### config.mk
export PLATFORM = sky130hd
export DESIGN_NAME = mux_scan_seq
export DESIGN_NICKNAME = d
export VERILOG_FILES = /design/src/rtl/mux_scan_seq.sv
export SDC_FILE = /design/constraint.sdc
export NUM_CORES = 1
export LEC_CHECK = 0
export ABC_AREA = 0
export BUFFER_PORTS_ARGS = -buffer_cell sky130_fd_sc_hd__buf_2
export CORE_MARGIN = 2
export CORE_UTILIZATION = 45
export DETAILED_ROUTE_END_ITERATION = 12
export GPL_ROUTABILITY_DRIVEN = 0
export PLACE_DENSITY_LB_ADDON = 0.12
export SLEW_MARGIN = 30
export SYNTH_ARGS = -nofsm -noshare
export SYNTH_HDL_FRONTEND = slang
export SYNTH_SLANG_ARGS = --single-unit
export TNS_END_PERCENT = 1
### constraint.sdc
create_clock -name clk -period 3.8 [get_ports clk]
set_input_delay 0.95 -clock clk [delete_from_list [all_inputs] [get_ports clk]]
set_output_delay 0.95 -clock clk [all_outputs]
set_load 0.02 [all_outputs]
### src/rtl/mux_scan_seq.sv
// N-channel registered mux with manual select or masked round-robin scan, valid/ready output.
// Define MUX_SCAN_PARITY_EN to add the y_par output (even parity of y).
module mux_scan_seq #(
  parameter int WIDTH    = 8,
  parameter int CHANNELS = 4,
  parameter int SEL_W    = 2,
  parameter int DWELL    = 2
) (
  input  logic                      clk,
  input  logic                      rst,
  input  logic                      en,
  input  logic                      mode,
  input  logic [SEL_W-1:0]          sel_in,
  input  logic [CHANNELS-1:0]       ch_mask,
  input  logic [CHANNELS*WIDTH-1:0] din,
  output logic [WIDTH-1:0]          y,
  output logic [SEL_W-1:0]          y_ch,
  output logic                      y_valid,
  input  logic                      y_ready,
`ifdef MUX_SCAN_PARITY_EN
  output logic                      y_par,
`endif
  output logic                      sel_err
);

  localparam int DW_W = (DWELL > 1) ? $clog2(DWELL) : 1;

  typedef enum logic [1:0] {IDLE, MANUAL, SCAN} state_t;

  state_t             r_state;
  state_t             w_next_state;
  logic [WIDTH-1:0]   r_y;
  logic [SEL_W-1:0]   r_y_ch;
  logic               r_valid;
  logic               r_err;
  logic [SEL_W-1:0]   r_cur_ch;
  logic [DW_W-1:0]    r_dwell;
  logic               r_restart;

  logic               w_slot;
  logic               w_mask_any;
  logic               w_cap_man;
  logic               w_cap_scan;
  logic               w_capture;
  logic               w_cur_ok;
  logic [SEL_W-1:0]   w_scan_ch;
  logic [DW_W-1:0]    w_scan_dwell;
  logic [SEL_W-1:0]   w_mux_ch;
  logic [WIDTH-1:0]   w_mux_data;
  logic               w_mux_ok;

  // Next enabled channel strictly above base, wrapping; returns base itself last.
  function automatic logic [SEL_W-1:0] nextSet(input logic [CHANNELS-1:0] mask,
                                               input logic [SEL_W-1:0] base);
    logic [SEL_W-1:0] res;
    logic             found;
    res   = base;
    found = 1'b0;
    for (int i = 1; i <= CHANNELS; i++) begin
      int idx;
      idx = int'(base) + i;
      if (idx >= CHANNELS) idx = idx - CHANNELS;
      if (!found && mask[idx]) begin
        res   = SEL_W'(idx);
        found = 1'b1;
      end
    end
    return res;
  endfunction

  always_ff @(posedge clk or posedge rst) begin
    if (rst) r_state <= IDLE;
    else     r_state <= w_next_state;
  end

  always_comb begin
    w_next_state = r_state;
    if (!en)       w_next_state = IDLE;
    else if (mode) w_next_state = SCAN;
    else           w_next_state = MANUAL;
  end

  assign w_slot     = en & (~r_valid | y_ready);
  assign w_mask_any = |ch_mask;
  assign w_cap_man  = w_slot & (r_state == MANUAL);
  assign w_cap_scan = w_slot & (r_state == SCAN) & w_mask_any;
  assign w_capture  = w_cap_man | w_cap_scan;

  // A restart or a channel masked out mid-dwell both begin a fresh dwell.
  assign w_cur_ok     = ch_mask[r_cur_ch];
  assign w_scan_ch    = r_restart ? nextSet(ch_mask, SEL_W'(CHANNELS-1))
                      : (w_cur_ok ? r_cur_ch : nextSet(ch_mask, r_cur_ch));
  assign w_scan_dwell = (r_restart | ~w_cur_ok) ? '0 : r_dwell;
  assign w_mux_ch     = (r_state == SCAN) ? w_scan_ch : sel_in;

  always_comb begin
    w_mux_data = '0;
    w_mux_ok   = 1'b0;
    for (int k = 0; k < CHANNELS; k++) begin
      if (w_mux_ch == SEL_W'(k)) begin
        w_mux_data = din[k*WIDTH +: WIDTH];
        w_mux_ok   = 1'b1;
      end
    end
  end

  always_ff @(posedge clk or posedge rst) begin
    if (rst) begin
      r_y     <= '0;
      r_y_ch  <= '0;
      r_valid <= 1'b0;
      r_err   <= 1'b0;
    end else if (w_capture) begin
      r_y     <= w_mux_ok ? w_mux_data : '0;
      r_y_ch  <= w_mux_ch;
      r_err   <= ~w_mux_ok;
      r_valid <= 1'b1;
    end else if (y_ready) begin
      r_valid <= 1'b0;
    end
  end

  // Dwell is charged when a scan sample is taken; a taken sample is always delivered.
  always_ff @(posedge clk or posedge rst) begin
    if (rst) begin
      r_cur_ch  <= '0;
      r_dwell   <= '0;
      r_restart <= 1'b0;
    end else if (r_state != SCAN && w_next_state == SCAN) begin
      r_cur_ch  <= '0;
      r_dwell   <= '0;
      r_restart <= 1'b1;
    end else if (r_state == SCAN && !w_mask_any) begin
      r_restart <= 1'b1;
    end else if (w_cap_scan) begin
      r_restart <= 1'b0;
      if (w_scan_dwell == DW_W'(DWELL-1)) begin
        r_dwell  <= '0;
        r_cur_ch <= nextSet(ch_mask, w_scan_ch);
      end else begin
        r_dwell  <= w_scan_dwell + 1'b1;
        r_cur_ch <= w_scan_ch;
      end
    end
  end

`ifdef MUX_SCAN_PARITY_EN
  logic r_par;

  always_ff @(posedge clk or posedge rst) begin
    if (rst)            r_par <= 1'b0;
    else if (w_capture) r_par <= w_mux_ok ? ^w_mux_data : 1'b0;
  end

  assign y_par = r_par;
`endif

  assign y       = r_y;
  assign y_ch    = r_y_ch;
  assign y_valid = r_valid;
  assign sel_err = r_err;

endmodule

* Yosys cells after proc, flatten, opt, wreduce, memory -nomap -nowiden
Cells that the tools add are included.
Cells by class: $lt $le $gt $ge 17, eq/ne operators 8, divide/modulo/power cells 0, shifts and indexed selects 0, reduce and logical (&&, ||, !) cells 27, mux-type cells 111, $mul 0, add/sub/neg operators 17, bitwise logic cells 10
Operator list (number):
- $mux 32 | 24
- $lt 32x4->1 const B | 8
- $mux 1 | 52
- $mux 2 | 21
- $mux 8 | 5
- $sub 3x3->4 const B | 6
- $bmux 1 s2 | 9
- $ge 3x3->1 const B | 6
- $add 2x2->3 const B | 4
- $logic_and 1x1->1 | 11
- $logic_not 1->1 | 10
- $sub 4x3->5 const B | 2
- $add 2x3->4 const B | 2
- $eq 2x2->1 const B | 4
- $ge 4x3->1 const B | 2
- $add 2x1->3 const B | 2
- $and 1x1->1 | 4
- $eq 2x1->1 const B | 2
- $ne 2x2->1 const B | 2
- $reduce_bool 2->1 | 2
- $reduce_or 4->1 | 1
- $lt 2x3->1 const B | 1
- $not 1->1 | 3
- $or 1x1->1 | 3
- 4 further kinds | 4
Word-level totals: memories kept 0, register bits 18, latch bits 0, bits of input ports 43, memory bits (read-only) 0, logic and storage cells 198, output and inout port bits 12, RAM bits 0

* Longest topological paths before layout
depth after elaboration 54, depth in mapped cells 9, depth with buffers taken out 6

* Worst setup path before layout
No wires, ideal clock.
path kind in2reg, start in ch_mask[2], end reg r_y[6] (netlist: y[6]), path slack 1.182 ns, data required time 3.668 ns, library setup time 0.132 ns, arrival time 2.485 ns, path buffers 2, stages 8, cell sequence nor2b_1 > o2bb2ai_1 > or4_4 > a31oi_4 > buf_6 > buf_12 > mux2i_1 > o211ai_2
On the way: longest elaborated chain between the ends 22, elaborated cells between the ends (all ways) 52, those cells by class 3 x eq/ne; 36 x mux; 2 x bitwise; 11 x reduce/logical
RTL lines:
- start: declaration | line 14 | input logic [CHANNELS-1:0] ch_mask,
- $bmux 1 s2 | line 63 | if (!found && mask[idx]) begin
- $mux 1 (implied by the code) (2 in a row) | line 63
- $mux 1 | line 63
- $logic_not 1->1 | line 63
- $logic_and 1x1->1 | line 63
- $mux 1 | line 63
- $logic_not 1->1 | line 63
- $logic_and 1x1->1 | line 63
- [2 not listed]
- $logic_and 1x1->1 | line 63
- $mux 2 | line 63
- $mux 2 | line 92 | : (w_cur_ok ? r_cur_ch : nextSet(ch_mask, r_cur_ch));
- $mux 2 | line 91 | assign w_scan_ch = r_restart ? nextSet(ch_mask, SEL_W'(CHANNELS-1))
- $mux 2 | line 94 | assign w_mux_ch = (r_state == SCAN) ? w_scan_ch : sel_in;
- $logic_not 2->1 | line 100 | if (w_mux_ch == SEL_W'(k)) begin
- $mux 8 / $mux 1 (equally long branches) (4 in a row) | line 100
- $mux 8 | line 114 | r_y <= w_mux_ok ? w_mux_data : '0;
- end signal: assignment | line 114
- end: declaration | line 32 | logic [WIDTH-1:0] r_y;
Parallel ways exist; a longest one is shown, timed or not. The select of a mux whose other input is x is not followed. A chain may end at the register's enable or synchronous reset.

* Worst setup path after layout
start in ch_mask[2], end reg r_y[2] (netlist: y[2])
Same word-level chain as after synthesis.

==> impl_metrics.tcl <==
set metrics [dict create \
    status "finished clean" \
    tightest_slew_ns 0.6740 \
    yosysMostFrequentCell "nand3_1" \
    cts_tree "yes" \
    clock_latency_ns 0.29 \
    post-route-min-period_ns 2.839 \
    ys_top_cells_by_area "dfrtp_1 (29%), mux2i_1 (12%), nand3_1 (7.5%)" \
    fin_cells 286 \
    multi_input_area_sq_um 988.4 \
    synth_commonest_cells "nand3_1 (23), a21oi_1 (21), nand2_1 (21)" \
    hp-class "register to register" \
    finalClockSkew_ns 0.01027 \
    drtAntennaViolNets 0 \
    async_reset_ff_share_pct 100.0 \
    vias 1591 \
    synth_edf_count 0 \
    die_x_microns 62.55 \
    start_kind "primary input" \
    grt_pass1_wl_microns 6430 \
    die-height_microns 62.55 \
    dpl.cell_count 282 \
    setup_tns_ns 0 \
    clkPwrFrac_pct 19.0 \
    synth_top_area_cell "dfrtp_1" \
    post_drt_wl_per_cell_microns 13.83 \
    total_power_mw 0.6072 \
    grt_setup_unrepaired "no" \
    p_seq_share_pct 41.5 \
    synth_seq_cells 18 \
    cts_resized 0 \
    path_cells "buf_2 > nor2b_1 > o21ai_0 > nand4_1 > nand3_1 > o211ai_1" \
    antenna_found_initial 0 \
    crit_type "primary input to register" \
    grt_overflow 0 \
    synth_area_sq_um 1543 \
    finalCritPeriodShare_pct 74.71 \
    final_core_util_pct 55.71 \
    clkSinkCount 18 \
    design.core.area_sq_um 3311 \
    hold_ws_ns 0.4911 \
    report.final.slew_viol_count 0 \
    htree_levels 1 \
    grt_pass1_vias 1351 \
    cp-end-kind "register" \
    p_leak_nw 0.8768 \
    grt_max_degree 20 \
    root_buffer "clkbuf_4" \
    p_int_mw 0.3802 \
    dr.pass1.iters 4 \
    max_freq_mhz 352.2 \
    cp.arrival_ns 2.99 \
    drc 0 \
    power.density_nw_per_um2 329.3 \
    power.share.combinational_pct 39.5 \
    grt_usage_pct 20.12 \
    vias_per_cell 5.563 \
    area_growth_pct 19.55 \
    syn_inst 194 \
    die-area_sq_um 3913 \
    ir_drop_v 0.0002033 \
    cts.path.max_buffers 2 \
    antennaDiodeCount 0 \
    start_util_pct 46.60 \
    p_sw_share_pct 37.38 \
    io_buffers 54 \
    slew_headroom_pct 55.07 \
    final_layout_size_suffix_gt1_share_pct 27.50 \
    place_hpwl_microns 2924 \
    cts_made_buffers 3 \
    synth_top_area_share_pct 29.20 \
    synth_cell_types 43 \
    fill_cells 358 \
    drv_cap 0 \
    required_ns 3.96 \
    hold_viol 0 \
    slowest_stage "nand4_1" \
    place_ws_ns 0.6651 \
    yosys_warnings 0 \
    cts_hold_buf 0 \
    slowest_delay_ns 0.60 \
    ys.flop_type "dfrtp_1" \
    layout_setup_ws_ns 0.9609 \
    synth_nets 237 \
    routed_wl_microns 3955 \
    final_area_sq_um 1844 \
    setup_viol 0 \
    place_area_sq_um 1808 \
    ios 55 \
    ff_latch_area_sq_um 450.4 \
    final_nets 284 \
    synth.yosys.seq_area_share_pct 29.20 \
    power.switching_mw 0.2270 \
    row_count 21 \
    clkTransAtPathRegs_ns 0.09 \
    cts_setup_buffers 0 \
    first_iter_violations 170 \
    cp_max_fo 17 \
    syn_area_per_cell_sq_um 7.952 \
]
kinds of logic after synthesis:
group	Yosys count	share of synthesized area, %
simple gates	79	25.39
compound gates	55	23.84
buf+inv	20	6.732
mux	19	13.14
flops	18	29.20
xor+xnor	3	1.703
cell type report:
cell class / count / share of cell area [%]
clock buffers: 4 / 1.967
inverters: 5 / 1.018
multi-input cells: 156 / 53.60
flip-flops and latches: 18 / 24.42
well taps: 46 / 3.121
repair buffers: 57 / 15.88
worst max-delay path, delay by kind of cell:
family,cells,cell delay [ns]
AOI/OAI and AO/OA,2,0.51
buffers and inverters,1,0.19
and+or+nand+nor,3,1.33
power groups by stage:
stage / clock [mW] / combinational, mW / sequential, mW
finish: 0.116 / 0.240 / 0.252
global route: 0.128 / 0.264 / 0.257
CTS: 0.118 / 0.241 / 0.252
detailed placement: 0 / 0.241 / 0.254
global placement: 0 / 0.237 / 0.256
floorplan: 0 / 0.131 / 0.289
worst paths after layout:
kind	end	cells after the start	startpoint	slack, ns
setup / recovery	y[2]$_DFFE_PP0P_	6	ch_mask[2]	0.96
hold / removal	sel_err$_DFFE_PP0P_	1	sel_err$_DFFE_PP0P_	0.49
setup reg to reg	y[2]$_DFFE_PP0P_	5	r_cur_ch[0]$_DFFE_PP0P_	1.44
hold reg to reg	sel_err$_DFFE_PP0P_	1	sel_err$_DFFE_PP0P_	0.49
max in group asynchronous	y[2]$_DFFE_PP0P_	2	rst	2.63
min in group asynchronous	y_ch[0]$_DFFE_PP0P_	2	rst	0.73
cells in the final DEF (no fill, tap or decap), drive strengths merged, types with 2 or more instances in the layout:
cell	n
a21oi	21
a31oi	3
and2	4
buf	57
clkbuf	4
dfrtp	18
inv	5
mux2i	18
nand2	21
nand2b	5
nand3	23
nand4	2
nor2	10
nor2b	6
nor3	2
nor4	2
o211ai	11
o21ai	8
xnor2	2
flip-flops by register name (all words and copies together) (netlist names):
name and flops:
r_cur_ch 2, y_ch 2, r_restart 1, sel_err 1, y 8, r_state 2, y_valid 1, r_dwell 1
metal layers:
| metal | track usage, % | routed length, microns | up-vias | share of wire (%) |
|---|---|---|---|---|
| met5 | 0 | 0 | - | 0 |
| met4 | 5.556 | 26 | 0 | 0.66 |
| met3 | 2.162 | 271 | 4 | 6.9 |
| met2 | 27.69 | 1677 | 60 | 42 |
| met1 | 32.69 | 1980 | 727 | 50 |
| li1 | - | - | 800 | - |
No activity file was read; power rests on OpenSTA's default activity.
